File: config.mk
export PLATFORM = sky130hd
export DESIGN_NAME = mem_arbiter
export DESIGN_NICKNAME = d
export VERILOG_FILES = /design/src/rtl/mem_pkg.sv /design/src/rtl/prio_guard_sel.sv /design/src/rtl/mem_arbiter.sv
export SDC_FILE = /design/constraint.sdc
export NUM_CORES = 1
export LEC_CHECK = 0
export ABC_AREA = 1
export CAP_MARGIN = 20
export CORE_AREA = 2 2 119 121
export CTS_CLUSTER_SIZE = 25
export DETAILED_ROUTE_END_ITERATION = 7
export DIE_AREA = 0 0 121 123
export RECOVER_POWER = 100
export SETUP_SLACK_MARGIN = 0.1
export SYNTH_ARGS = -nofsm -noshare
export SYNTH_HDL_FRONTEND = slang
export SYNTH_SLANG_ARGS = --single-unit
export TNS_END_PERCENT = 100
File: constraint.sdc
create_clock -name clk -period 2.3 [get_ports clk]
set_input_delay 0.69 -clock clk [delete_from_list [all_inputs] [get_ports clk]]
set_output_delay 0.69 -clock clk [all_outputs]
set_load 0.05 [all_outputs]
File: src/rtl/mem_pkg.sv
// Shared types and widths for the data-side memory arbiter.
package mem_pkg;

  localparam int XLEN      = 32;
  localparam int BYTE_EN_W = 4;

  typedef struct packed {
    logic                 we;
    logic [XLEN-1:0]      addr;
    logic [XLEN-1:0]      wdata;
    logic [BYTE_EN_W-1:0] be;
  } mem_req_t;

  function automatic int id_width(input int n);
    return (n > 1) ? $clog2(n) : 1;
  endfunction

endpackage

File: src/rtl/prio_guard_sel.sv
// Fixed-priority one-hot select; mask0 removes requester 0 from contention
// so the starvation guard can hand the slot to an auxiliary master.
module prio_guard_sel
  import mem_pkg::*;
#(
  parameter int NUM_REQ = 2,
  parameter int IDW     = id_width(NUM_REQ)
) (
  input  logic [NUM_REQ-1:0] req,
  input  logic               mask0,
  output logic [NUM_REQ-1:0] gnt,
  output logic [IDW-1:0]     gnt_id,
  output logic               gnt_valid
);

  logic [NUM_REQ-1:0] eligible;

  always_comb begin
    eligible    = req;
    eligible[0] = req[0] & ~mask0;
  end

  // Scan from the top down so the lowest eligible index is the last to win.
  always_comb begin
    gnt       = '0;
    gnt_id    = '0;
    gnt_valid = 1'b0;
    for (int i = NUM_REQ - 1; i >= 0; i--) begin
      if (eligible[i]) begin
        gnt       = '0;
        gnt[i]    = 1'b1;
        gnt_id    = IDW'(i);
        gnt_valid = 1'b1;
      end
    end
  end

endmodule

File: src/rtl/mem_arbiter.sv
// Arbitrates the shared data-side memory path (write port + read port 2)
// between the core load/store unit (requester 0) and auxiliary masters.
module mem_arbiter
  import mem_pkg::*;
#(
  parameter int NUM_REQ  = 2,
  parameter int MAX_HOLD = 8
) (
  input  logic                         clk,
  input  logic                         rst,
  input  logic [NUM_REQ-1:0]           req,
  input  logic [NUM_REQ-1:0]           req_we,
  input  logic [NUM_REQ*XLEN-1:0]      req_addr,
  input  logic [NUM_REQ*XLEN-1:0]      req_wdata,
  input  logic [NUM_REQ*BYTE_EN_W-1:0] req_be,
  output logic [NUM_REQ-1:0]           gnt,
  output logic [NUM_REQ-1:0]           rvalid,
  output logic [XLEN-1:0]              rdata,
  output logic [XLEN-1:0]              mem_addr2,
  output logic                         mem_wr_en,
  output logic [XLEN-1:0]              mem_wr_addr,
  output logic [XLEN-1:0]              mem_wr_data,
  output logic [BYTE_EN_W-1:0]         mem_byte_en,
  input  logic [XLEN-1:0]              mem_rd_data2
);

  // Handshake: req[i] is a level held with its fields stable until gnt[i];
  // gnt[i] is combinational in the same cycle and is the issue point. A read
  // answers with a one-cycle rvalid[i] exactly one cycle later; writes complete
  // at gnt. Holding req after gnt issues another access.

  localparam int         IDW      = id_width(NUM_REQ);
  localparam logic [7:0] HOLD_MAX = 8'(MAX_HOLD);

  mem_req_t           reqs [NUM_REQ];
  mem_req_t           sel;
  logic [NUM_REQ-1:0] req_live;
  logic               others;
  logic               mask0;
  logic [IDW-1:0]     gnt_id;
  logic               gnt_valid;
  logic               rd_issue;

  logic [7:0]         hold_cnt;
  logic               rd_pend;
  logic [IDW-1:0]     rd_id;

  always_comb begin
    for (int i = 0; i < NUM_REQ; i++) begin
      reqs[i].we    = req_we[i];
      reqs[i].addr  = req_addr[i*XLEN +: XLEN];
      reqs[i].wdata = req_wdata[i*XLEN +: XLEN];
      reqs[i].be    = req_be[i*BYTE_EN_W +: BYTE_EN_W];
    end
  end

  // Nothing is granted while reset is held, whatever the requesters do.
  assign req_live = rst ? '0 : req;
  assign others   = |req_live[NUM_REQ-1:1];
  assign mask0    = others && (hold_cnt == HOLD_MAX);

  prio_guard_sel #(
    .NUM_REQ (NUM_REQ),
    .IDW     (IDW)
  ) u_sel (
    .req       (req_live),
    .mask0     (mask0),
    .gnt       (gnt),
    .gnt_id    (gnt_id),
    .gnt_valid (gnt_valid)
  );

  always_comb begin
    sel = '0;
    if (gnt_valid) sel = reqs[gnt_id];
  end

  assign mem_wr_en   = gnt_valid & sel.we;
  assign mem_wr_addr = sel.addr;
  assign mem_addr2   = sel.addr;
  assign mem_wr_data = sel.wdata;
  assign mem_byte_en = sel.be;
  assign rd_issue    = gnt_valid & ~sel.we;

  // Counts consecutive requester-0 wins that happened while someone else waited.
  always_ff @(posedge clk) begin
    if (rst) begin
      hold_cnt <= '0;
    end else if (gnt_valid && (gnt_id != '0)) begin
      hold_cnt <= '0;
    end else if (!others) begin
      hold_cnt <= '0;
    end else if (gnt[0] && (hold_cnt != HOLD_MAX)) begin
      hold_cnt <= hold_cnt + 8'd1;
    end
  end

  always_ff @(posedge clk) begin
    if (rst) begin
      rd_pend <= 1'b0;
      rd_id   <= '0;
    end else begin
      rd_pend <= rd_issue;
      if (rd_issue) rd_id <= gnt_id;
    end
  end

  // Gating with rst drops a response that would land in a reset cycle.
  always_comb begin
    rvalid = '0;
    rdata  = '0;
    if (rd_pend && !rst) begin
      rvalid[rd_id] = 1'b1;
      rdata         = mem_rd_data2;
    end
  end

endmodule

Yosys cells after proc, flatten, opt, wreduce, memory -nomap -nowiden
Cells that the tools add are included.
- bits in registers: 10
- word-level logic and storage cells: 37
- input port bits: 174
- reductions and logical operators: 7
- add/sub/neg operators: 1
- bitwise logic cells: 7
- eq/ne operators: 2
- multiplexer cells: 14
- magnitude comparators: 3
- operator list (kind ; number):
    $mux 69 ; 4
    $mux 32 ; 1
    $add 8x1->8 const B ; 1
    $eq 8x4->1 const B ; 1
    $mux 2 ; 4
    $ne 8x4->1 const B ; 1
    $logic_and 1x1->1 ; 5
    $mux 1 ; 4
    $and 1x1->1 ; 3
    $not 1->1 ; 3
    $reduce_or 3->1 ; 1
    $ge 2x2->1 const B ; 1
    $lt 1x2->1 const B ; 1
    $not 1->2 ; 1
    $demux 1 s1 ; 1
    $ge 1x1->1 const B ; 1
    $logic_not 1->1 ; 1

Longest topological paths before layout
- depth in word-level cells: 12
- mapped depth: 11
- gate-level depth less buffers: 9

Cells and area by module
Synthesis repeated with hierarchy kept, for this count alone.
- cell total of the unflattened synthesis: 431
- area total of the unflattened synthesis: 2113.3 µm²
- modules (own cells, without submodules) (module ; area an instance (µm²) ; instances ; cells an instance):
    mem_arbiter ; 2073.2 ; 1 ; 424
    prio_guard_sel ; 40.0 ; 1 ; 7

Worst setup path after synthesis
No wires, ideal clock.
- path kind: input -> output
- start point: input port req[1]
- end point: output port mem_wr_addr[0]
- path buffers: 3
- data arrival time: 2539 ps
- path slack: -929 ps
- required time: 1610 ps
- stages: 9
- path through: inv_1 -> nor2_2 -> nor2_1 -> inv_2 -> buf_4 -> clkbuf_1 -> o21ai_0 -> nor2_1 -> buf_4
- cells in the longest elaborated chain, start to end: 10
- elaborated cells between the ends (all ways): 12
- RTL lines (item ; line ; RTL):
    start, declared ; mem_arbiter.sv:11 ; input logic [NUM_REQ-1:0] req,
    $mux 2 (*) ; mem_arbiter.sv:58 ; assign req_live = rst ? '0 : req;
    $logic_and 1x1->1 ; mem_arbiter.sv:60 ; assign mask0 = others && (hold_cnt == HOLD_MAX);
    $not 1->1 ; prio_guard_sel.sv:20 ; eligible[0] = req[0] & ~mask0;
    $and 1x1->1 ; prio_guard_sel.sv:20 ;
    $mux 1 ; prio_guard_sel.sv:29 ; if (eligible[i]) begin
    $not 1->2 (implied by the code) ; mem_arbiter.sv:75 ; if (gnt_valid) sel = reqs[gnt_id];
    $mux 69 (implied by the code) (3 in a row) ; mem_arbiter.sv:75 ;
    $mux 69 (*) ; mem_arbiter.sv:75 ;
    end, declared ; mem_arbiter.sv:21 ; output logic [XLEN-1:0] mem_wr_addr,
Every way passes the cells marked *; elsewhere a longest branch is shown, timed or not. The select of a mux whose other input is x is not followed.

Final worst setup path
- start point: input port req[1]
- end point: output port mem_addr2[2]
- cells in the longest elaborated chain, start to end: 10
- elaborated cells between the ends (all ways): 12
- RTL lines (item ; line ; RTL):
    $mux 2 (*) ; mem_arbiter.sv:58 ;
    $logic_and 1x1->1 ; mem_arbiter.sv:60 ;
    $not 1->1 ; prio_guard_sel.sv:20 ;
    $and 1x1->1 ; prio_guard_sel.sv:20 ;
    $mux 1 ; prio_guard_sel.sv:29 ;
    $not 1->2 (implied by the code) ; mem_arbiter.sv:75 ;
    $mux 69 (implied by the code) (3 in a row) ; mem_arbiter.sv:75 ;
    $mux 69 (*) ; mem_arbiter.sv:75 ;
    end, declared ; mem_arbiter.sv:19 ; output logic [XLEN-1:0] mem_addr2,
Marks and branches as above.

==> metrics.md <==
| Metric | Value |
|---|---|
| Max Cap Violations | `0` |
| Synth Net Count | `572` |
| Mean post-synth cell area | `~5.0 µm²` |
| CP Max Fanout | `7` |
| Synth Instances | `just under 400` |
| Area share of the largest cell type after synthesis | `33.94%` |
| Starting density of the core | `14.54%` |
| FP Rows | `43` |
| Grt ovf | `0` |
| RSZ-0062 raised after global routing | `true` |
| Maximum vdd drop | `278.3 µV` |
| Clk slew on worst S/H paths | `~40 ps` |
| Initial drt markers | `70` |
| Hold Vio Cnt, Final | `0` |
| Top FF cell, synth | `dfxtp_1` |
| Most frequent cells in the layout | `clkdlybuf4s50_1 (170), nor2_4 (115), buf_6 (76)` |
| Leakage power figure | `about 3.2 nW` |
| Failing checks | `setup timing` |
| Pre-CTS setup slack | `-868.5 ps` |
| Final period utilization | `115.4%` |
| Max Fclk | `0.3768 GHz` |
| Chip height | `approximately 120 µm` |
| Startpoint types | `primary input` |
| Leading cell type in the layout, fill and taps excluded | `clkdlybuf4s50_1` |
| CTS Buf Count | `3` |
| PnR worst setup slack | `-353.6 ps` |
| Setup-failing EPs final | `102` |
| Number of I/O pins | `311` |
| Drt total wl | `15190 µm` |
| Via count | `3822` |
| Fin cells | `904` |
| CTS Sinks | `10` |
| # hold bufs at CTS | `0` |
| Slew margin rel. | `80.70%` |
| Post-route cell area | `8310 µm²` |
| Area leader, netlist | `nor2_1` |
| Mapped Area | `around 2000 µm²` |
| Core area | `approximately 14000 µm²` |
| Synth cell types | `24` |
| Initial DRT Pass Iterations | `4` |
| Hold/Removal Path Class | `reg -> reg` |
| Vias in the first global route | `3988` |
| Htree depth | `1` |
| Critical path class | `in -> out` |
| Longest Clk Path Bufs | `2` |
| Initial antenna violation count | `0` |
| Clk_skew | `1.041 ps` |
| Port bufs | `310` |
| First-pass GRT wire length | `21330 µm` |
| GR Util All Layers | `18.05%` |
| Ys async rst share | `0%` |
| Outcome | `finished with violations` |
| Core Util, Final | `around 61%` |
| Diodes inserted | `0` |
| Share of layout cells above drive strength 1 | `64.78%` |
| HPWL Detailed | `between 10000 and 15000 µm` |
| Layout fillers | `1098` |
| P per Cell Area | `333.0 nW/µm²` |
| Vias per inst | `4.228` |
| Final Max Tran Viols | `0` |
| DRC | `0` |
| Period minus WS final | `2654 ps` |
| Worst-Margin Slew | `287.2 ps` |
| Syn. warnings | `0` |
| Root cell of the clock tree | `clkbuf_16` |
| Nets | `902` |
| Layout overhead on the synthesized area | `319.8%` |
| DP Cell Count | `865` |
| Largest net degree at the start of global routing | `21` |
| Seq cells post-synth | `10` |
| Die Wd | `about 120 µm` |
| Req. time, crit path | `1610 ps` |
| DP Area | `6042 µm²` |
| EDFF count, synth | `0` |
| Latest clock arrival within the worst-skew pair | `230 ps` |
| Largest cells by area after synthesis | `nor2_1 (34%), o21ai_0 (16%), buf_4 (13%)` |
| Routability Congestion | `0.8659` |
| Critical Path Sink Type | `primary output` |
| CP arrival | `~2000 ps` |
| Die area | `roughly 15000 µm²` |
| Mean routed wirelength per cell | `between 15 and 20 µm` |
| CTS tree | `done` |
| Sequential-to-total area share from yosys stat | `10.11%` |
| Sum of negative setup slack | `-29680 ps` |
| Post-route ant nets | `0` |
-- sequential cells by signal, indices dropped and copies added (netlist names) --
name and flops:
rd_pend 1, hold_cnt 8, rd_id 1
-- per-stage QoR --
| step | power (W) | hold slack [ps] |
|---|---|---|
| final | 0.002768 | 504.5 |
| after global placement | 0.001895 | 472.3 |
| after floorplan | 0.001308 | 417.3 |
| after global routing | 0.002875 | 534.3 |
| after CTS | 0.002626 | 531.9 |
| after detailed placement | 0.001906 | 509.0 |
-- cell usage after synthesis (3+ instances only) --
master,instances
buf_6,3
dfxtp_1,10
a21oi_1,4
inv_1,45
buf_2,5
nor3_1,4
o21ai_1,4
buf_4,34
o21ai_0,64
nand2_1,9
clkbuf_1,15
nor2_1,179
nand3_1,5
-- where the power goes --
part	internal [W]	switching (W)	total [W]
Combinational	0.00103	0.00125	0.00229
Clock	0.000225	0.0000753	0.000300
Sequential	0.000178	0.00000325	0.000181
-- cells by family (layout without fill, tap and decap cells) --
group	count (synthesis)	count (layout)	share of synthesized area [%]
buffers and inverters	104	432	27.69
XOR/XNOR	3	3	1.328
AND/OR/NAND/NOR	204	204	40.58
adder cells (fa/ha/maj)	2	2	1.264
AO/OA/AOI/OAI	73	73	19.03
flip-flops	10	10	10.11
-- final timing paths --
path                             startpoint            to  slack (ps)  cells after the start
worst min-delay path            hold_cnt[0]   hold_cnt[0]         500                      2
worst max-delay path                 req[1]  mem_addr2[2]        -350                     10
worst max register to register  hold_cnt[0]         rd_id         360                     13
worst min register to register  hold_cnt[0]   hold_cnt[0]         500                      2
-- what timing repair did --
item / in CTS / in global routing
pin swaps: 36 / 17
hold endpoints to repair: 0 / 0
endpoints found under the setup margin: 138 / 136
gates resized for setup: 356 / 104
buffers inserted: 16 / 6
gates cloned: 10 / 6
-- layout make-up --
class | count | area (µm²) | area share, %
multi-input cells | 282 | 2892 | 34.79
well taps | 180 | 225.2 | 2.710
flip-flops and latches | 10 | 201.4 | 2.424
repair buffers | 382 | 4679 | 56.31
clock buffers | 3 | 75.07 | 0.9033
inverters | 47 | 237.7 | 2.861
-- critical path, cell delays in order --
cell       delay [ps]
buf_6              70
buf_6             110
inv_12             30
nor2_4            200
nand2_8           140
buf_12            180
clkbuf_16         170
o21ai_4           150
nor2_4             70
buf_6             150
-- routing by layer --
metal | up-vias | track usage [%] | wire, µm
met1 | 1803 | 19.65 | 5154
met2 | 153 | 36.20 | 8925
met5 | - | 0 | 0
li1 | 1846 | - | -
met4 | 0 | 3.997 | 261
met3 | 20 | 2.860 | 847
(Power assumes the default switching activity.)
